--- src/rtl/cube_raster_seq.sv ---
// Frame sequencer for the cube raster LED shifter: per-pixel datapath micro-ops,
// one-wire bit waveform timing and the trailing latch period.
module cube_raster_seq #(
  parameter int unsigned BITS_PER_PIX = 24,
  parameter int unsigned T_BIT        = 20,
  parameter int unsigned T0H          = 6,
  parameter int unsigned T1H          = 13,
  parameter int unsigned T_LATCH      = 1000
) (
  input  logic       clk,
  input  logic       reset,
  input  logic       start,
  input  logic [9:0] num_pix,
  input  logic       pix_avail,
  output logic       busy,
  output logic       done,
  output logic       underrun,
  output logic [2:0] dp_addr,
  output logic       fifo0_load,
  output logic       fifo1_load,
  output logic       fifo0_en_load,
  output logic       clear_add,
  output logic       latch_add,
  output logic       data_en,
  output logic       data_zero,
  output logic       latch_shift,
  output logic       last_bit,
  output logic       one_bit,
  output logic       zero_bit
);

  localparam int unsigned CMAX = (T_LATCH > T_BIT) ? T_LATCH : T_BIT;
  localparam int unsigned CW   = $clog2(CMAX + 1);
  localparam int unsigned BW   = $clog2(BITS_PER_PIX);

  localparam logic [CW-1:0] C_TBIT_M1 = CW'(T_BIT - 1);
  localparam logic [CW-1:0] C_T0H     = CW'(T0H);
  localparam logic [CW-1:0] C_T1H     = CW'(T1H);
  localparam logic [CW-1:0] C_T1H_M1  = CW'(T1H - 1);
  localparam logic [CW-1:0] C_T1H_P4  = CW'(T1H + 4);
  localparam logic [CW-1:0] C_TLATCH  = CW'(T_LATCH);
  localparam logic [CW-1:0] C_ONE     = CW'(1);
  localparam logic [BW-1:0] C_BITLAST = BW'(BITS_PER_PIX - 1);

  typedef enum logic [2:0] {
    S_IDLE,
    S_PREP,
    S_BITS,
    S_STALL,
    S_LATCH
  } state_t;

  state_t        r_state, w_state_nxt;
  logic [CW-1:0] r_cnt,   w_cnt_nxt;
  logic [BW-1:0] r_bit,   w_bit_nxt;
  logic [2:0]    r_slot,  w_slot_nxt;
  logic          r_go,    w_go_nxt;
  logic          r_ov,    w_ov_nxt;
  logic [9:0]    r_pix,   w_pix_nxt;
  logic [9:0]    r_num,   w_num_nxt;

  logic       w_final, w_more;
  logic       w_slot_act;
  logic [2:0] w_slot_idx;

  logic       w_busy, w_done, w_underrun;
  logic [2:0] w_addr;
  logic       w_en_load, w_clear_add, w_latch_add;
  logic       w_data_en, w_data_zero, w_latch_shift, w_last_bit, w_one_bit, w_zero_bit;

  assign w_final    = (r_bit == C_BITLAST);
  assign w_more     = (r_pix != (r_num - 10'd1));
  assign fifo0_load = 1'b0;
  assign fifo1_load = 1'b0;

  // State/counters, plus output registers: outputs are decoded from the
  // current state and land one cycle later, so every phase is shifted uniformly.
  always_ff @(posedge clk) begin
    if (reset) begin
      r_state       <= S_IDLE;
      r_cnt         <= '0;
      r_bit         <= '0;
      r_slot        <= '0;
      r_go          <= 1'b0;
      r_ov          <= 1'b0;
      r_pix         <= '0;
      r_num         <= '0;
      busy          <= 1'b0;
      done          <= 1'b0;
      underrun      <= 1'b0;
      dp_addr       <= '0;
      fifo0_en_load <= 1'b0;
      clear_add     <= 1'b0;
      latch_add     <= 1'b0;
      data_en       <= 1'b0;
      data_zero     <= 1'b0;
      latch_shift   <= 1'b0;
      last_bit      <= 1'b0;
      one_bit       <= 1'b0;
      zero_bit      <= 1'b0;
    end else begin
      r_state       <= w_state_nxt;
      r_cnt         <= w_cnt_nxt;
      r_bit         <= w_bit_nxt;
      r_slot        <= w_slot_nxt;
      r_go          <= w_go_nxt;
      r_ov          <= w_ov_nxt;
      r_pix         <= w_pix_nxt;
      r_num         <= w_num_nxt;
      busy          <= w_busy;
      done          <= w_done;
      underrun      <= w_underrun;
      dp_addr       <= w_addr;
      fifo0_en_load <= w_en_load;
      clear_add     <= w_clear_add;
      latch_add     <= w_latch_add;
      data_en       <= w_data_en;
      data_zero     <= w_data_zero;
      latch_shift   <= w_latch_shift;
      last_bit      <= w_last_bit;
      one_bit       <= w_one_bit;
      zero_bit      <= w_zero_bit;
    end
  end

  always_comb begin
    w_state_nxt = r_state;
    w_cnt_nxt   = r_cnt;
    w_bit_nxt   = r_bit;
    w_slot_nxt  = r_slot;
    w_go_nxt    = r_go;
    w_ov_nxt    = r_ov;
    w_pix_nxt   = r_pix;
    w_num_nxt   = r_num;
    case (r_state)
      S_IDLE: begin
        if (start && (num_pix != '0)) begin
          w_state_nxt = S_PREP;
          w_go_nxt    = 1'b0;
          w_slot_nxt  = '0;
          w_num_nxt   = num_pix;
          w_pix_nxt   = '0;
        end
      end
      S_PREP: begin
        if (!r_go) begin
          if (pix_avail) begin
            w_go_nxt   = 1'b1;
            w_slot_nxt = '0;
          end
        end else if (r_slot == 3'd5) begin
          w_state_nxt = S_BITS;
          w_go_nxt    = 1'b0;
          w_cnt_nxt   = '0;
          w_bit_nxt   = '0;
        end else begin
          w_slot_nxt = r_slot + 3'd1;
        end
      end
      S_BITS: begin
        if (r_cnt == C_TBIT_M1) begin
          w_cnt_nxt = '0;
          if (!w_final) begin
            w_bit_nxt = r_bit + BW'(1);
          end else begin
            w_bit_nxt = '0;
            w_ov_nxt  = 1'b0;
            if (!w_more) begin
              w_state_nxt = S_LATCH;
            end else begin
              w_pix_nxt = r_pix + 10'd1;
              if (!r_ov) w_state_nxt = S_STALL;
            end
          end
        end else begin
          w_cnt_nxt = r_cnt + C_ONE;
          // Boundary sample: decides between overlapped prep and a stall.
          if (w_final && w_more && (r_cnt == C_T1H_M1)) w_ov_nxt = pix_avail;
        end
      end
      S_STALL: begin
        if (pix_avail) begin
          w_state_nxt = S_PREP;
          w_go_nxt    = 1'b1;
          w_slot_nxt  = '0;
        end
      end
      S_LATCH: begin
        if (r_cnt == C_TLATCH) begin
          w_state_nxt = S_IDLE;
          w_cnt_nxt   = '0;
        end else begin
          w_cnt_nxt = r_cnt + C_ONE;
        end
      end
      default: w_state_nxt = S_IDLE;
    endcase
  end

  always_comb begin
    w_busy        = 1'b0;
    w_done        = 1'b0;
    w_addr        = '0;
    w_en_load     = 1'b0;
    w_clear_add   = 1'b0;
    w_latch_add   = 1'b0;
    w_data_en     = 1'b0;
    w_data_zero   = 1'b0;
    w_latch_shift = 1'b0;
    w_last_bit    = 1'b0;
    w_one_bit     = 1'b0;
    w_zero_bit    = 1'b0;
    w_slot_act    = 1'b0;
    w_slot_idx    = '0;
    case (r_state)
      S_IDLE: begin
        if (start) begin
          if (num_pix == '0) w_done = 1'b1;
          else               w_busy = 1'b1;
        end
      end
      S_PREP: begin
        w_busy      = 1'b1;
        w_data_en   = 1'b1;
        w_data_zero = 1'b1;
        w_slot_act  = r_go;
        w_slot_idx  = r_slot;
      end
      S_BITS: begin
        w_busy        = 1'b1;
        w_data_en     = 1'b1;
        w_zero_bit    = (r_cnt < C_T0H);
        w_one_bit     = (r_cnt < C_T1H);
        w_latch_shift = (r_cnt == '0);
        w_last_bit    = w_final;
        if (r_cnt == C_ONE) w_addr = 3'd7;
        w_slot_act    = r_ov && (r_cnt >= C_T1H) && (r_cnt <= C_T1H_P4);
        w_slot_idx    = 3'(r_cnt - C_T1H);
      end
      S_STALL: begin
        w_busy      = 1'b1;
        w_data_en   = 1'b1;
        w_data_zero = 1'b1;
      end
      S_LATCH: begin
        if (r_cnt != C_TLATCH) begin
          w_busy      = 1'b1;
          w_data_en   = 1'b1;
          w_data_zero = 1'b1;
        end else begin
          w_done = 1'b1;
        end
      end
      default: ;
    endcase
    if (w_slot_act) begin
      case (w_slot_idx)
        3'd0: w_addr = 3'd1;
        3'd1: begin w_addr = 3'd2; w_en_load = 1'b1; end
        3'd2: w_addr = 3'd3;
        3'd3: begin w_addr = 3'd4; w_latch_add = 1'b1; end
        3'd4: w_clear_add = 1'b1;
        default: ;
      endcase
    end
    w_underrun = (r_state == S_IDLE && start) ? 1'b0 : (underrun || (r_state == S_STALL));
  end

endmodule

--- config.mk ---
export PLATFORM = sky130hd
export DESIGN_NAME = cube_raster_seq
export DESIGN_NICKNAME = d
export VERILOG_FILES = /design/src/rtl/cube_raster_seq.sv
export SDC_FILE = /design/constraint.sdc
export NUM_CORES = 1
export LEC_CHECK = 0
export CAP_MARGIN = 30
export CORE_ASPECT_RATIO = 1.4
export CORE_UTILIZATION = 50
export DETAILED_ROUTE_END_ITERATION = 10
export PLACE_DENSITY_LB_ADDON = 0.05
export SLEW_MARGIN = 40
export SYNTH_ARGS = -nofsm -noshare
export SYNTH_HDL_FRONTEND = slang
export SYNTH_SLANG_ARGS = --single-unit
--- constraint.sdc ---
create_clock -name clk -period 2.6 [get_ports clk]
set_clock_uncertainty 0.2 [all_clocks]
set_input_delay 0.52 -clock clk [delete_from_list [all_inputs] [get_ports clk]]
set_output_delay 0.52 -clock clk [all_outputs]
set_load 0.1 [all_outputs]
==> results.ini <==
[status]
outcome = finished, violations left
violations = DRC, setup timing

[detailed_routing]
routed_wl_microns = 8582
dr.first_iter.drc_count = 103
wire_per_inst_microns = 15.41
drt_first_pass_iters = 7
drc = 4
vias = 3210
ant_nets = 0
vias_per_cell = 5.763

[logic_synthesis]
synth_edf_count = 0
synthArstFlopShare_pct = 0
syn_area_sq_um = 3289
syn_area_per_cell_sq_um = 8.203
ys_seq_area_share_pct = 35.30
synth-compound-area-share_pct = 17.95
ys_types = 63
synth_warnings = 0
synth.area.mux_share_pct = 4.603
syn_inst = 401
synth-seq-cells = 58
synth_top_family_by_area = simple AND/OR/NAND/NOR gates
synthSimpleGateAreaFrac_pct = 28.15
synth-main-ff-cell = dfxtp_1
synth_fa_ha_area_share_pct = 3.423
synthXorXnorAreaFrac_pct = 5.591

[pwr]
ir_drop_mv = 0.4410
netSwitchingFraction_pct = 38.75
p_seq_share_pct = 34.2
p_clk_share_pct = 24.0
power.leakage_nw = 1.827
internal-power_mw = 1.871
power.density_nw_per_um2 = 713.9
p_comb_share_pct = 41.8
finalPower_mw = 3.054
power_switching_mw = 1.184

[run]
maxCapViolations = 0

[cells_and_area]
final_common_cell = buf_4
antennaDiodeCount = 0
drive_above_1_share_pct = 26.19
fin_cells = 557
area_growth_pct = 30.05
final_cell_mix = 72 x buf_4, 56 x nor2_1, 56 x dfxtp_1, 25 x a21oi_1, 19 x nand2_1
n_fill_cell = 530
nets = 503
fin_area_sq_um = 4278

[die]
ios = 31
fp-row-count = 34
die_w_microns = 70.55
start_util_pct = 52.25
chipHeight_microns = 97.97
core_area_sq_um = 6296
dieArea_sq_um = 6912

[sta]
worstMarginPinSlew_ns = 0.5385
min_period_ns = 2.627
final_hold_viol_count = 0
setup_ws_ns = -0.02696
hold_slack_ns = 0.3178
fin_crit_sh_pct = 101.0
setup_viol_count_final = 3
finalSetupTns_ns = -0.03696
drv_slew = 0
relSlewSlack_pct = 63.77
clock.fmax_mhz = 380.7
rsz0062_at_grt = true

[grt]
gr-usage-met1_pct = 25.27
gr-usage-met2_pct = 48.84
antenna_found_initial = 0
grtUsageMet3_pct = 4.644
grt_overflow_total = 0
busiest_layer = met2
grt_max_degree = 19
grt_usage_pct = 25.47
grt_pass1_vias = 3145
grt_pass1_wl_microns = 13910

[setup_path]
regToRegStartpoint = r_num[0]$_SDFFE_PP0P_
criticalPathCategory = reg2reg
r2r-end = r_pix[0]$_SDFFE_PP0P_
cp_top_family = simple AND/OR/NAND/NOR gates
arrival_ns = 2.70
crit_buf_inv = 1
slowest_stage = or4_4
required_ns = 2.67
setup.worst_path.start_class = flip-flop
cp_max_fo = 4
endpoint_kind = flip-flop
cp_cell_sequence = inv_2 > ha_4 > or4b_4 > o21ai_2 > a211oi_2 > a211o_4 > and3_4 > or4_4 > o22ai_2
r2r_slack_ns = -0.03
worstRegToRegCells = 9
max_stage_delay_ns = 0.50
startpoint = r_num[0]$_SDFFE_PP0P_

[place]
dp_hpwl_microns = 6270
io_buffers = 28
gp_congestion = 0.8477
placed_cell_area_sq_um = 3946
dp.cells = 537

[cts]
cts_root_buffer = clkbuf_8
clockBufferDepth = 2
numCtsBuffers = 9
htreeDepth = 3
clk_pin_slew_ns = 0.07
clock_sinks = 58
cts_tree = yes
clk_latency_ns = 0.34

[hold_path]
hp-start = r_bit[4]$_SDFFE_PP0P_
min_path_cells = 2
hold_end = r_bit[4]$_SDFFE_PP0P_
hp-class = reg2reg

==> flip-flops by register name (all words and copies together), names as in the netlist, 3 cells and up <==
register  cells
r_cnt        10
r_num        10
r_pix        10
r_bit         5
dp_addr       3
r_slot        3
r_state       3
==> synthesized netlist by cell type, drive strengths merged, types with 10 or more instances <==
library cell / number / area [sq um]
a21oi: 28 / 140.1
nand4: 13 / 87.58
clkbuf: 12 / 46.29
nand3: 10 / 50.05
nand2: 19 / 71.32
mux2i: 14 / 140.1
nor3: 11 / 55.05
o21ai: 15 / 75.07
dfxtp: 58 / 1161
inv: 16 / 60.06
nor2: 57 / 214.0
and3: 12 / 80.08
xor2: 13 / 113.9
==> worst min-delay path: cells and delay by family, from the launching register on <==
kind / cells / cell delay (ns)
AO/OA/AOI/OAI: 2 / 0.14
flip-flops: 1 / 0.33
==> power by group through the flow <==
stage | clock [mW] | sequential (mW) | combinational, mW
final | 0.731 | 1.04 | 1.28
after global routing | 0.781 | 1.06 | 1.38
after CTS | 0.741 | 1.04 | 1.15
after detailed placement | 0 | 1.06 | 1.13
after global placement | 0 | 1.06 | 1.10
after floorplan | 0 | 1.17 | 0.657
==> logic make-up after synthesis <==
group	count (synthesis)
xor+xnor	21
other cells	1
compound gates	87
fa+ha+maj	9
simple gates	173
flops	58
mux	15
buf+inv	37
==> area by class of cell <==
cell class              instances  area, sq um  share of cell area [%]
flip-flops and latches         58         1164                   27.20
clock buffers                  13        148.9                   3.481
multi-input cells             308         2098                   49.05
clock inverters                 3        15.01                  0.3510
inverters                      16        60.06                   1.404
well taps                      72        90.09                   2.106
repair buffers                 87        701.9                   16.41
==> worst max path at each step <==
stage / endpoint / depth (start not counted)
after global placement: r_state[1]$_SDFFE_PP0P_ / 9
after global routing: r_pix[0]$_SDFFE_PP0P_ / 9
after floorplan: r_pix[0]$_SDFFE_PP0P_ / 10
after detailed placement: r_state[0]$_SDFFE_PP0P_ / 8
after CTS: r_pix[0]$_SDFFE_PP0P_ / 9
final: r_pix[0]$_SDFFE_PP0P_ / 9
==> metal layers <==
layer	vias up	part of all wire (%)
met2	61	54
met5	-	0
met3	30	2.4
met1	1513	39
li1	1606	-
met4	0	4.3
==> stage by stage <==
step	setup WS [ns]	util [%]
global placement	-0.1957	62.68
detailed placement	-0.2280	62.68
finish	-0.02696	67.95
global route	-0.1252	67.95
floorplan	0.04171	-
CTS	-0.02463	65.92
==> timing repair <==
item	in CTS	in global routing
gates cloned	0	1
gates resized for setup	10	20
setup endpoints to repair	11	15
buffers inserted	1	3
pin swaps	1	9
hold buffers	0	0
Power figures use the tool's default switching activity.
